### src/rtl/mem_bus_pkg.sv
// mem_bus_pkg: shared defaults and helpers for the memory bus crossbar.
//   DefNrDevices / DefNrHosts / DefDataWidth / DefAddressWidth : default sizes
//   resp_kind_e : what the registered response stage returns next cycle
//   idx_width() : width of a binary index over n ports ($clog2, minimum 1)
package mem_bus_pkg;

    localparam int unsigned DefNrDevices    = 4;
    localparam int unsigned DefNrHosts      = 2;
    localparam int unsigned DefDataWidth    = 32;
    localparam int unsigned DefAddressWidth = 32;

    // Response kind captured on a grant; RespNone doubles as "nothing pending".
    typedef enum logic [1:0] {
        RespNone     = 2'd0,
        RespDevice   = 2'd1,
        RespUnmapped = 2'd2
    } resp_kind_e;

    function automatic int unsigned idx_width(input int unsigned n);
        return (n > 1) ? $clog2(n) : 1;
    endfunction

endpackage

### src/rtl/mem_bus_xbar_if.sv
// mem_bus_xbar_if: host-side and device-side request/grant/rvalid bus bundle.
//   host_*   : NrHosts request ports (req/addr/we/be/wdata in, gnt/rvalid/rdata/err out)
//   device_* : NrDevices device ports (req/addr/we/be/wdata out, rvalid/rdata/err in)
//   modport master : hosts and devices (the environment around the crossbar)
//   modport slave  : the crossbar itself
interface mem_bus_xbar_if import mem_bus_pkg::*; #(
    parameter int unsigned NrDevices    = DefNrDevices,
    parameter int unsigned NrHosts      = DefNrHosts,
    parameter int unsigned DataWidth    = DefDataWidth,
    parameter int unsigned AddressWidth = DefAddressWidth
);

    logic [NrHosts-1:0]                     host_req;
    logic [NrHosts-1:0]                     host_gnt;
    logic [NrHosts-1:0][AddressWidth-1:0]   host_addr;
    logic [NrHosts-1:0]                     host_we;
    logic [NrHosts-1:0][DataWidth/8-1:0]    host_be;
    logic [NrHosts-1:0][DataWidth-1:0]      host_wdata;
    logic [NrHosts-1:0]                     host_rvalid;
    logic [NrHosts-1:0][DataWidth-1:0]      host_rdata;
    logic [NrHosts-1:0]                     host_err;

    logic [NrDevices-1:0]                   device_req;
    logic [NrDevices-1:0][AddressWidth-1:0] device_addr;
    logic [NrDevices-1:0]                   device_we;
    logic [NrDevices-1:0][DataWidth/8-1:0]  device_be;
    logic [NrDevices-1:0][DataWidth-1:0]    device_wdata;
    logic [NrDevices-1:0]                   device_rvalid;
    logic [NrDevices-1:0][DataWidth-1:0]    device_rdata;
    logic [NrDevices-1:0]                   device_err;

    modport master (
        output host_req, host_addr, host_we, host_be, host_wdata,
        input  host_gnt, host_rvalid, host_rdata, host_err,
        input  device_req, device_addr, device_we, device_be, device_wdata,
        output device_rvalid, device_rdata, device_err
    );

    modport slave (
        input  host_req, host_addr, host_we, host_be, host_wdata,
        output host_gnt, host_rvalid, host_rdata, host_err,
        output device_req, device_addr, device_we, device_be, device_wdata,
        input  device_rvalid, device_rdata, device_err
    );

endinterface

### src/rtl/mem_bus_prio_arb.sv
// mem_bus_prio_arb: fixed-priority selector, index 0 highest priority.
//   req_i   : request vector
//   gnt_o   : one-hot grant of the lowest-index requester (0 when idle)
//   idx_o   : binary index of that requester (0 when idle)
//   valid_o : at least one request present
module mem_bus_prio_arb import mem_bus_pkg::*; #(
    parameter int unsigned N    = 2,
    parameter int unsigned IdxW = idx_width(N)
) (
    input  logic [N-1:0]    req_i,
    output logic [N-1:0]    gnt_o,
    output logic [IdxW-1:0] idx_o,
    output logic            valid_o
);

    always_comb begin
        idx_o   = '0;
        valid_o = |req_i;
        // Isolate the lowest set bit.
        gnt_o   = req_i & ~(req_i - N'(1));
        // Walk downward so the lowest requesting index is assigned last.
        for (int unsigned i = N; i > 0; i--) begin
            if (req_i[i-1]) begin
                idx_o = IdxW'(i - 1);
            end
        end
    end

endmodule

### src/rtl/mem_bus_xbar.sv
// mem_bus_xbar: shared-bus interconnect, NrHosts hosts to NrDevices devices.
//   clk_i, rst_i          : clock, asynchronous active-high reset
//   bus (slave)           : host request/response ports and device ports
//   cfg_device_addr_base  : per-device region base
//   cfg_device_addr_mask  : per-device region mask; device d hits when
//                           (addr & mask[d]) == base[d], lowest index wins
// Fixed-priority grant and decode are combinational; the response is routed
// back one cycle later from registered host/device selects.
module mem_bus_xbar import mem_bus_pkg::*; #(
    parameter int unsigned NrDevices    = DefNrDevices,
    parameter int unsigned NrHosts      = DefNrHosts,
    parameter int unsigned DataWidth    = DefDataWidth,
    parameter int unsigned AddressWidth = DefAddressWidth
) (
    input  logic                                clk_i,
    input  logic                                rst_i,
    mem_bus_xbar_if.slave                       bus,
    input  logic [NrDevices-1:0][AddressWidth-1:0] cfg_device_addr_base,
    input  logic [NrDevices-1:0][AddressWidth-1:0] cfg_device_addr_mask
);

    localparam int unsigned HostIdxW = idx_width(NrHosts);
    localparam int unsigned DevIdxW  = idx_width(NrDevices);

    logic [NrHosts-1:0]      host_gnt;
    logic [HostIdxW-1:0]     host_idx;
    logic                    host_any;
    logic [AddressWidth-1:0] win_addr;

    logic [NrDevices-1:0]    dev_match;
    logic [NrDevices-1:0]    dev_oh;
    logic [DevIdxW-1:0]      dev_idx;
    logic                    dev_hit;

    resp_kind_e              resp_q;
    logic [HostIdxW-1:0]     host_sel_q;
    logic [DevIdxW-1:0]      dev_sel_q;

    mem_bus_prio_arb #(.N(NrHosts), .IdxW(HostIdxW)) u_host_arb (
        .req_i   (bus.host_req),
        .gnt_o   (host_gnt),
        .idx_o   (host_idx),
        .valid_o (host_any)
    );

    // Overlapping regions resolve the same way as hosts: lowest index wins.
    mem_bus_prio_arb #(.N(NrDevices), .IdxW(DevIdxW)) u_dev_sel (
        .req_i   (dev_match),
        .gnt_o   (dev_oh),
        .idx_o   (dev_idx),
        .valid_o (dev_hit)
    );

    // host_idx is 0 when nobody requests, so host 0's fields show through.
    always_comb begin
        win_addr = bus.host_addr[host_idx];
        for (int unsigned d = 0; d < NrDevices; d++) begin
            dev_match[d] = (win_addr & cfg_device_addr_mask[d]) == cfg_device_addr_base[d];
        end
    end

    always_comb begin
        bus.host_gnt   = rst_i ? '0 : host_gnt;
        bus.device_req = (rst_i || !host_any) ? '0 : dev_oh;
        for (int unsigned d = 0; d < NrDevices; d++) begin
            bus.device_addr[d]  = win_addr;
            bus.device_we[d]    = bus.host_we[host_idx];
            bus.device_be[d]    = bus.host_be[host_idx];
            bus.device_wdata[d] = bus.host_wdata[host_idx];
        end
    end

    always_ff @(posedge clk_i or posedge rst_i) begin
        if (rst_i) begin
            resp_q     <= RespNone;
            host_sel_q <= '0;
            dev_sel_q  <= '0;
        end else begin
            host_sel_q <= host_idx;
            dev_sel_q  <= dev_idx;
            if (!host_any) begin
                resp_q <= RespNone;
            end else if (dev_hit) begin
                resp_q <= RespDevice;
            end else begin
                resp_q <= RespUnmapped;
            end
        end
    end

    always_comb begin
        bus.host_rvalid = '0;
        bus.host_err    = '0;
        bus.host_rdata  = '0;
        for (int unsigned h = 0; h < NrHosts; h++) begin
            if (!rst_i && host_sel_q == HostIdxW'(h)) begin
                unique case (resp_q)
                    RespDevice: begin
                        bus.host_rvalid[h] = bus.device_rvalid[dev_sel_q];
                        bus.host_rdata[h]  = bus.device_rdata[dev_sel_q];
                        bus.host_err[h]    = bus.device_err[dev_sel_q];
                    end
                    RespUnmapped: begin
                        bus.host_rvalid[h] = 1'b1;
                        bus.host_err[h]    = 1'b1;
                    end
                    default: ;
                endcase
            end
        end
    end

endmodule

### src/flat_wrapper.sv
// flat-port wrapper written by rule: the top's interface ports become plain ports
module mem_bus_xbar_flat import mem_bus_pkg::*;
#(
    parameter int unsigned NrDevices    = DefNrDevices,
    parameter int unsigned NrHosts      = DefNrHosts,
    parameter int unsigned DataWidth    = DefDataWidth,
    parameter int unsigned AddressWidth = DefAddressWidth
)
  (clk_i, rst_i, cfg_device_addr_base, cfg_device_addr_mask, bus_host_req, bus_host_addr, bus_host_we, bus_host_be, bus_host_wdata, bus_host_gnt, bus_host_rvalid, bus_host_rdata, bus_host_err, bus_device_req, bus_device_addr, bus_device_we, bus_device_be, bus_device_wdata, bus_device_rvalid, bus_device_rdata, bus_device_err);
  mem_bus_xbar_if #(.NrDevices(NrDevices), .NrHosts(NrHosts), .DataWidth(DataWidth), .AddressWidth(AddressWidth)) bus_i ();
  input  logic clk_i;
  input  logic rst_i;
  input  logic [NrDevices-1:0][AddressWidth-1:0] cfg_device_addr_base;
  input  logic [NrDevices-1:0][AddressWidth-1:0] cfg_device_addr_mask;
  input wire logic [$bits(bus_i.host_req)-1:0] bus_host_req;
  input wire logic [$bits(bus_i.host_addr)-1:0] bus_host_addr;
  input wire logic [$bits(bus_i.host_we)-1:0] bus_host_we;
  input wire logic [$bits(bus_i.host_be)-1:0] bus_host_be;
  input wire logic [$bits(bus_i.host_wdata)-1:0] bus_host_wdata;
  output wire logic [$bits(bus_i.host_gnt)-1:0] bus_host_gnt;
  output wire logic [$bits(bus_i.host_rvalid)-1:0] bus_host_rvalid;
  output wire logic [$bits(bus_i.host_rdata)-1:0] bus_host_rdata;
  output wire logic [$bits(bus_i.host_err)-1:0] bus_host_err;
  output wire logic [$bits(bus_i.device_req)-1:0] bus_device_req;
  output wire logic [$bits(bus_i.device_addr)-1:0] bus_device_addr;
  output wire logic [$bits(bus_i.device_we)-1:0] bus_device_we;
  output wire logic [$bits(bus_i.device_be)-1:0] bus_device_be;
  output wire logic [$bits(bus_i.device_wdata)-1:0] bus_device_wdata;
  input wire logic [$bits(bus_i.device_rvalid)-1:0] bus_device_rvalid;
  input wire logic [$bits(bus_i.device_rdata)-1:0] bus_device_rdata;
  input wire logic [$bits(bus_i.device_err)-1:0] bus_device_err;
  assign bus_i.host_req = bus_host_req;
  assign bus_i.host_addr = bus_host_addr;
  assign bus_i.host_we = bus_host_we;
  assign bus_i.host_be = bus_host_be;
  assign bus_i.host_wdata = bus_host_wdata;
  assign bus_host_gnt = bus_i.host_gnt;
  assign bus_host_rvalid = bus_i.host_rvalid;
  assign bus_host_rdata = bus_i.host_rdata;
  assign bus_host_err = bus_i.host_err;
  assign bus_device_req = bus_i.device_req;
  assign bus_device_addr = bus_i.device_addr;
  assign bus_device_we = bus_i.device_we;
  assign bus_device_be = bus_i.device_be;
  assign bus_device_wdata = bus_i.device_wdata;
  assign bus_i.device_rvalid = bus_device_rvalid;
  assign bus_i.device_rdata = bus_device_rdata;
  assign bus_i.device_err = bus_device_err;
  mem_bus_xbar #(.NrDevices(NrDevices), .NrHosts(NrHosts), .DataWidth(DataWidth), .AddressWidth(AddressWidth)) u_core (.clk_i(clk_i), .rst_i(rst_i), .bus(bus_i), .cfg_device_addr_base(cfg_device_addr_base), .cfg_device_addr_mask(cfg_device_addr_mask));
endmodule
### config.mk
export PLATFORM = sky130hd
export DESIGN_NAME = mem_bus_xbar_flat
export DESIGN_NICKNAME = d
export VERILOG_FILES = /design/src/rtl/mem_bus_pkg.sv /design/src/rtl/mem_bus_xbar_if.sv /design/src/rtl/mem_bus_prio_arb.sv /design/src/rtl/mem_bus_xbar.sv /design/src/flat_wrapper.sv
export SDC_FILE = /design/constraint.sdc
export NUM_CORES = 1
export LEC_CHECK = 0
export CAP_MARGIN = 25
export CORE_AREA = 2 2 345 347
export CTS_BUF_LIST = sky130_fd_sc_hd__clkbuf_8 sky130_fd_sc_hd__clkbuf_16
export CTS_CLUSTER_DIAMETER = 100
export DETAILED_ROUTE_END_ITERATION = 12
export DIE_AREA = 0 0 347 349
export MAX_ROUTING_LAYER = met4
export PLACE_DENSITY = 0.3
export SYNTH_ARGS = -nofsm -noshare
export SYNTH_HDL_FRONTEND = slang
export SYNTH_SLANG_ARGS = --single-unit
export TNS_END_PERCENT = 50
### constraint.sdc
create_clock -name clk_i -period 10.4 [get_ports clk_i]
set_input_delay 2.6 -clock clk_i [delete_from_list [all_inputs] [get_ports clk_i]]
set_output_delay 2.6 -clock clk_i [all_outputs]
set_load 0.005 [all_outputs]
==> flow_metrics.py, run 1 <==
metrics = {
    "run_status": {
        "outcome": "finished, final reports clean",
    },
    "critical_path": {
        "path_class": "input pin to output pin",
        "arrival_ns": 6.90,
        "critPathMaxFanout": 50,
        "endpoint_kind": "output pin",
        "start_kind": "input pin",
        "startpoint": "bus_host_req[0]",
        "worstPathRequired_ns": 7.80,
    },
    "floorplanning": {
        "dieWidth_um": 347,
        "placementRows": 126,
        "dieArea_um2": 121100,
        "core_area_um2": 117500,
        "die-height_um": 349,
        "io_pins": 884,
        "initial_core_util_pct": 5.824,
    },
    "logic_synthesis": {
        "yosysUniqueCellTypes": 31,
        "syn_inst": 1021,
        "syn_area_per_cell_um2": 6.700,
        "synthesis.area_um2": 6840,
        "seq_area_frac_synth_pct": 1.829,
        "synth-warning-count": 0,
        "synth-seq-cells": 5,
        "postSynthNetCount": 1557,
    },
    "sta": {
        "drv_slew": 0,
        "fmax_mhz": 105.2,
        "hold_ws_ns": 3.016,
        "grt_setup_unrepaired": "no",
        "post-route-min-period_ns": 9.502,
        "relSlewSlack_pct": 43.49,
        "hold_violations": 0,
        "tightest_slew_ns": 0.8467,
        "setup_tns_ns": 0,
        "setup_viol": 0,
        "fin_crit_sh_pct": 91.36,
    },
    "clocking": {
        "clk_pin_slew_ns": 0.03,
        "clock_tree.root_cell": "clkbuf_16",
        "cts_resized": 0,
        "cts_inserted_buffers": 3,
        "htreeDepth": 1,
        "clock_path_buffers": 2,
        "cts_hold_repair.buffers": 0,
        "cts.sinks": 5,
        "cts_tree": "yes",
        "cts_setup_buffers": 0,
    },
    "pwr": {
        "p_per_area_nw_per_um2": 45.03,
        "peakVddDrop_mv": 0.03448,
        "leakagePower_nw": 5.576,
    },
    "placement": {
        "port_buffers": 883,
        "routabilityCongestion": 0.8450,
        "place_inst": 3211,
        "dp_hpwl_um": 59120,
    },
    "layout": {
        "multiInputGateArea_um2": 4918,
        "syn2layout_area_growth_pct": 135.0,
        "fin_cells": 3225,
        "layout.nets": 2216,
        "final_core_util_pct": 13.68,
        "ff_latch_area_um2": 126.4,
        "fill_cells": 13410,
        "drive_gt1_share_pct": 4.765,
    },
    "global_route": {
        "grt_pass1_vias": 9887,
        "grt_pass1_wl_um": 84280,
        "grt-ovfl-total": 0,
        "antenna_found_initial": 18,
        "grt_usage_pct": 10.32,
        "grt_start_max_net_pins": 51,
    },
    "route": {
        "drc": 0,
        "via_count": 9425,
        "wl_per_cell_um": 20.17,
        "drt_first_pass_iters": 4,
        "drt-total-wl_um": 65050,
        "antenna_left": 0,
        "drt_iter0_drc": 472,
        "viasPerCell": 2.922,
    },
    "job": {
        "maxCapViolations": 0,
    },
    "worst_hold_path": {
        "hp-class": "input pin to asynchronous set/reset pin",
    },
}
## cell usage after synthesis (all sizes together)
| master | n | area share, % |
|---|---|---|
| a21boi | 1 | 0.11 |
| a21oi | 47 | 3.4 |
| a41oi | 1 | 0.13 |
| and3 | 44 | 4.0 |
| buf | 220 | 25 |
| clkbuf | 26 | 1.4 |
| dfrtp | 5 | 1.8 |
| ha | 2 | 0.37 |
| inv | 6 | 0.40 |
| mux2 | 15 | 3.0 |
| mux2i | 62 | 9.1 |
| mux4 | 34 | 11 |
| nand2 | 327 | 18 |
| nand2b | 10 | 0.91 |
| nand4 | 4 | 0.37 |
| nor2 | 82 | 4.5 |
| nor2b | 1 | 0.092 |
| nor3 | 6 | 0.44 |
| nor4 | 18 | 1.8 |
| nor4b | 1 | 0.22 |
| o2111ai | 20 | 2.6 |
| o22ai | 4 | 0.37 |
| or2 | 1 | 0.092 |
| xnor2 | 84 | 11 |
## cell families after synthesis
family / share of synthesized area (%)
AOI/OAI and AO/OA: 6.603
xor gates and xnor gates: 10.76
adders and majority gates: 0.3658
buffers and inverters: 26.74
DFF: 1.829
muxes: 23.29
and+or+nand+nor: 30.42
## metal layers
metal | up-vias | track usage (%) | wire length [um]
li1 | 4553 | - | -
met2 | 467 | 17.86 | 32280
met4 | 0 | 0.8252 | 226
met1 | 4397 | 12.62 | 28320
met3 | 8 | 2.379 | 4226
met5 | - | - | 0
## cell usage in the layout, fill, tap and decap left out
cell / n
a21boi_1: 1
clkdlybuf4s50_1: 883
buf_12: 1
nor4b_2: 1
a21oi_1: 47
mux2_2: 5
nor4_1: 12
nand2b_1: 9
buf_2: 3
xnor2_1: 84
nor4_2: 6
mux2i_1: 62
nor3_1: 6
nand4_1: 4
inv_1: 6
ha_1: 2
dfrtp_1: 4
buf_4: 13
and3_1: 44
nand2_1: 327
dfrtp_2: 1
nor2_1: 82
diode_2: 10
nand2b_4: 1
inv_8: 1
mux4_2: 34
a41oi_1: 1
o2111ai_1: 20
nor2b_1: 1
or2_2: 1
clkbuf_16: 3
mux2_4: 10
o22ai_1: 4
## worst max-delay path: stages
cell	delay, ns
clkdlybuf4s50_1	0.45
nand2b_4	0.20
inv_8	0.23
buf_12	0.26
mux2i_1	0.26
xnor2_1	0.42
o2111ai_1	0.22
nor4_1	0.51
nand4_1	0.44
nor4b_2	0.34
clkdlybuf4s50_1	0.64
## layout make-up
cell class	count	area share, %
clock inverter	1	0.02336
multi-input combinational	764	30.60
sequential	5	0.7863
inverter	6	0.1868
clock buffer	3	0.4671
tap	1536	11.96
antenna	10	0.1557
timing repair buffer	900	55.82
## report_power, final
group	internal (mW)	leakage, nW	switching (mW)
Sequential	0.0200	0.0634	0.000170
Combinational	0.393	5.47	0.248
Clock	0.0498	0.0424	0.0125
Total	0.463	5.58	0.261
## state kept, by name, indices dropped and copies added, names as in the netlist
signal and flops:
u_core.host_sel_q 1, u_core.resp_q 2, u_core.dev_sel_q 2
## per-stage QoR
stage | setup slack (ns) | power (mW) | instance area (um2)
6_report | 0.8985 | 0.7236 | 16070
5_1_grt | 0.3670 | 0.7733 | 16060
4_1_cts | 0.4828 | 0.7386 | 16050
3_5_place_dp | 0.4966 | 0.6722 | 15970
3_3_place_gp | 0.4723 | 0.6744 | 15950
2_1_floorplan | 3.335 | 0.2766 | 6840
## worst paths after layout
check                                      end  slack [ns]  cells after the start
max                          bus_device_req[1]        0.90                     11
max in group asynchronous  u_core.dev_sel_q[0]        7.16                      2
min in group clk_i            u_core.resp_q[0]        3.38                      3
min                        u_core.dev_sel_q[1]        3.02                      2
(Power assumes the default switching activity.)
==> inputs of run 2 (changes only) <==
CORE_AREA = 2 2 347 349   (was 2 2 345 347)
DIE_AREA = 0 0 349 351   (was 0 0 347 349)
clock period = 8.7 ns   (was 10.4 ns; I/O delays follow)
==> flow_metrics.py, run 2 (synthesis results as in run 1) <==
metrics = {
    "critical_path": {
        "critPathMaxFanout": 23,
        "endpoint_kind": "output pin",
        "cp_top_family": "buffers and inverters",
        "path_class": "input pin to output pin",
        "crit_cells": 14,
        "crit_buf_inv": 6,
        "start_kind": "input pin",
        "worstPathRequired_ns": 6.53,
        "slowest_delay_ns": 0.64,
        "arrival_ns": 6.19,
        "crit_chain": "clkdlybuf4s50_1 -> nand2b_4 -> inv_8 -> buf_12 -> buf_12 -> mux2i_1 -> xnor2_1 -> o2111ai_1 -> nor4_2 -> buf_4 -> nand4_1 -> nand2b_1 -> nor4_2 -> clkdlybuf4s50_1",
        "slowest_stage": "clkdlybuf4s50_1",
    },
    "global_route": {
        "grt_pass1_vias": 9996,
        "grt_usage_pct": 10.32,
        "antenna_found_initial": 21,
        "grt_pass1_wl_um": 84300,
        "grt_start_max_net_pins": 40,
        "grt-ovfl-total": 0,
    },
    "sta": {
        "fmax_mhz": 119.6,
        "post-route-min-period_ns": 8.364,
        "hold_violations": 0,
        "tightest_slew_ns": 0.9539,
        "fin_crit_sh_pct": 96.14,
        "grt_setup_unrepaired": "no",
        "relSlewSlack_pct": 35.82,
        "setup_viol": 0,
        "drv_slew": 0,
    },
    "layout": {
        "largest_registers": "u_core.dev_sel_q x2, u_core.resp_q x2, u_core.host_sel_q x1",
        "final_common_cell": "clkdlybuf4s50_1",
        "fill_cells": 13590,
        "final_core_util_pct": 13.66,
        "design_area_um2": 16260,
        "syn2layout_area_growth_pct": 137.7,
        "layout.nets": 2230,
        "drive_gt1_share_pct": 5.848,
        "layout_common_cells": "882 x clkdlybuf4s50_1, 327 x nand2_1, 84 x xnor2_1, 82 x nor2_1, 62 x mux2i_1",
    },
    "clocking": {
        "cts_inserted_buffers": 3,
        "clock_path_buffers": 2,
        "clock_tree.root_cell": "clkbuf_16",
        "clk_pin_slew_ns": 0.04,
        "cts_tree": "yes",
        "htreeDepth": 1,
        "cts_hold_repair.buffers": 0,
        "cts.sinks": 5,
        "cts_setup_buffers": 0,
    },
    "route": {
        "via_count": 9539,
        "drt-total-wl_um": 66140,
        "viasPerCell": 2.929,
        "drc": 0,
        "drt_first_pass_iters": 4,
        "wl_per_cell_um": 20.31,
        "drt_iter0_drc": 351,
        "antenna_left": 0,
    },
    "floorplanning": {
        "placementRows": 127,
        "io_pins": 884,
        "initial_core_util_pct": 5.747,
        "core_area_um2": 119000,
        "die-height_um": 351,
        "dieWidth_um": 349,
        "dieArea_um2": 122500,
    },
    "placement": {
        "dp_hpwl_um": 60080,
        "port_buffers": 883,
        "place_area_um2": 16120,
        "routabilityCongestion": 0.8361,
    },
    "worst_hold_path": {
        "hp-class": "input pin to asynchronous set/reset pin",
    },
    "job": {
        "maxCapViolations": 0,
    },
    "pwr": {
        "p_per_area_nw_per_um2": 54.10,
        "leakagePower_nw": 5.652,
        "peakVddDrop_mv": 0.03811,
    },
    "run_status": {
        "outcome": "finished, final reports clean",
    },
}
run 2: cell types whose count changed in the layout (fill, tap and decap cells not counted):
cell and delta:
buf_4 +16, diode_2 +6, nor4_1 -4, nor4_2 +4, buf_2 -3, buf_12 +2
clkdlybuf4s50_1 -1
run 2: repair_timing:
| action | in CTS | in global routing |
|---|---|---|
| gates cloned | 0 | 0 |
| hold endpoints to repair | 0 | 0 |
| resized for setup | 2 | 2 |
| setup endpoints to repair | 1 | 2 |
run 2: per-stage QoR:
step	setup WS, ns	hold WS, ns	total power [mW]	TNS, ns	cells
finish	0.3358	2.610	0.8798	0	3257
global route	0.01547	2.765	0.9440	0	3252
CTS	0.005795	2.736	0.9022	0	3241
detailed placement	-0.07212	3.002	0.8110	-0.07212	3237
global placement	-0.1243	3.001	0.8145	-0.1243	3237
floorplan	2.485	1.962	0.3307	0	1021
run 2: how the worst max path moves through the flow:
stage	from	slack, ns	endpoint
finish	bus_host_req[1]	0.34	bus_device_req[3]
global route	bus_host_req[0]	0.02	bus_device_req[3]
CTS	bus_host_req[0]	0.006	bus_device_req[3]
detailed placement	bus_host_req[0]	-0.07	bus_device_req[3]
global placement	bus_host_req[0]	-0.12	bus_device_req[3]
floorplan	bus_host_req[0]	2.48	bus_device_req[1]
run 2: final cells by class:
type	count	area, um2	share of cell area (%)
Antenna cell	16	40.04	0.2462
Clock buffer	3	75.07	0.4616
Clock inverter	1	3.754	0.02308
Inverter	6	30.03	0.1847
Multi-Input combinational cell	764	4943	30.40
Sequential cell	5	126.4	0.7771
Tap cell	1548	1937	11.91
Timing Repair Buffer	914	9106	56.00
run 2: power by group:
part           total (mW)  internal [mW]  leakage [nW]  switching, mW
clock network      0.0806         0.0601        0.0424         0.0205
logic               0.775          0.474          5.55          0.301
registers          0.0242         0.0238        0.0634       0.000353
run 2: layer usage:
| metal | track usage [%] | up-vias | part of all wire (%) |
|---|---|---|---|
| met4 | 1.663 | 0 | 1.2 |
| met1 | 12.03 | 4442 | 42 |
| met2 | 17.89 | 483 | 50 |
| met3 | 2.824 | 23 | 7.2 |
| met5 | - | - | 0 |
| li1 | - | 4591 | - |
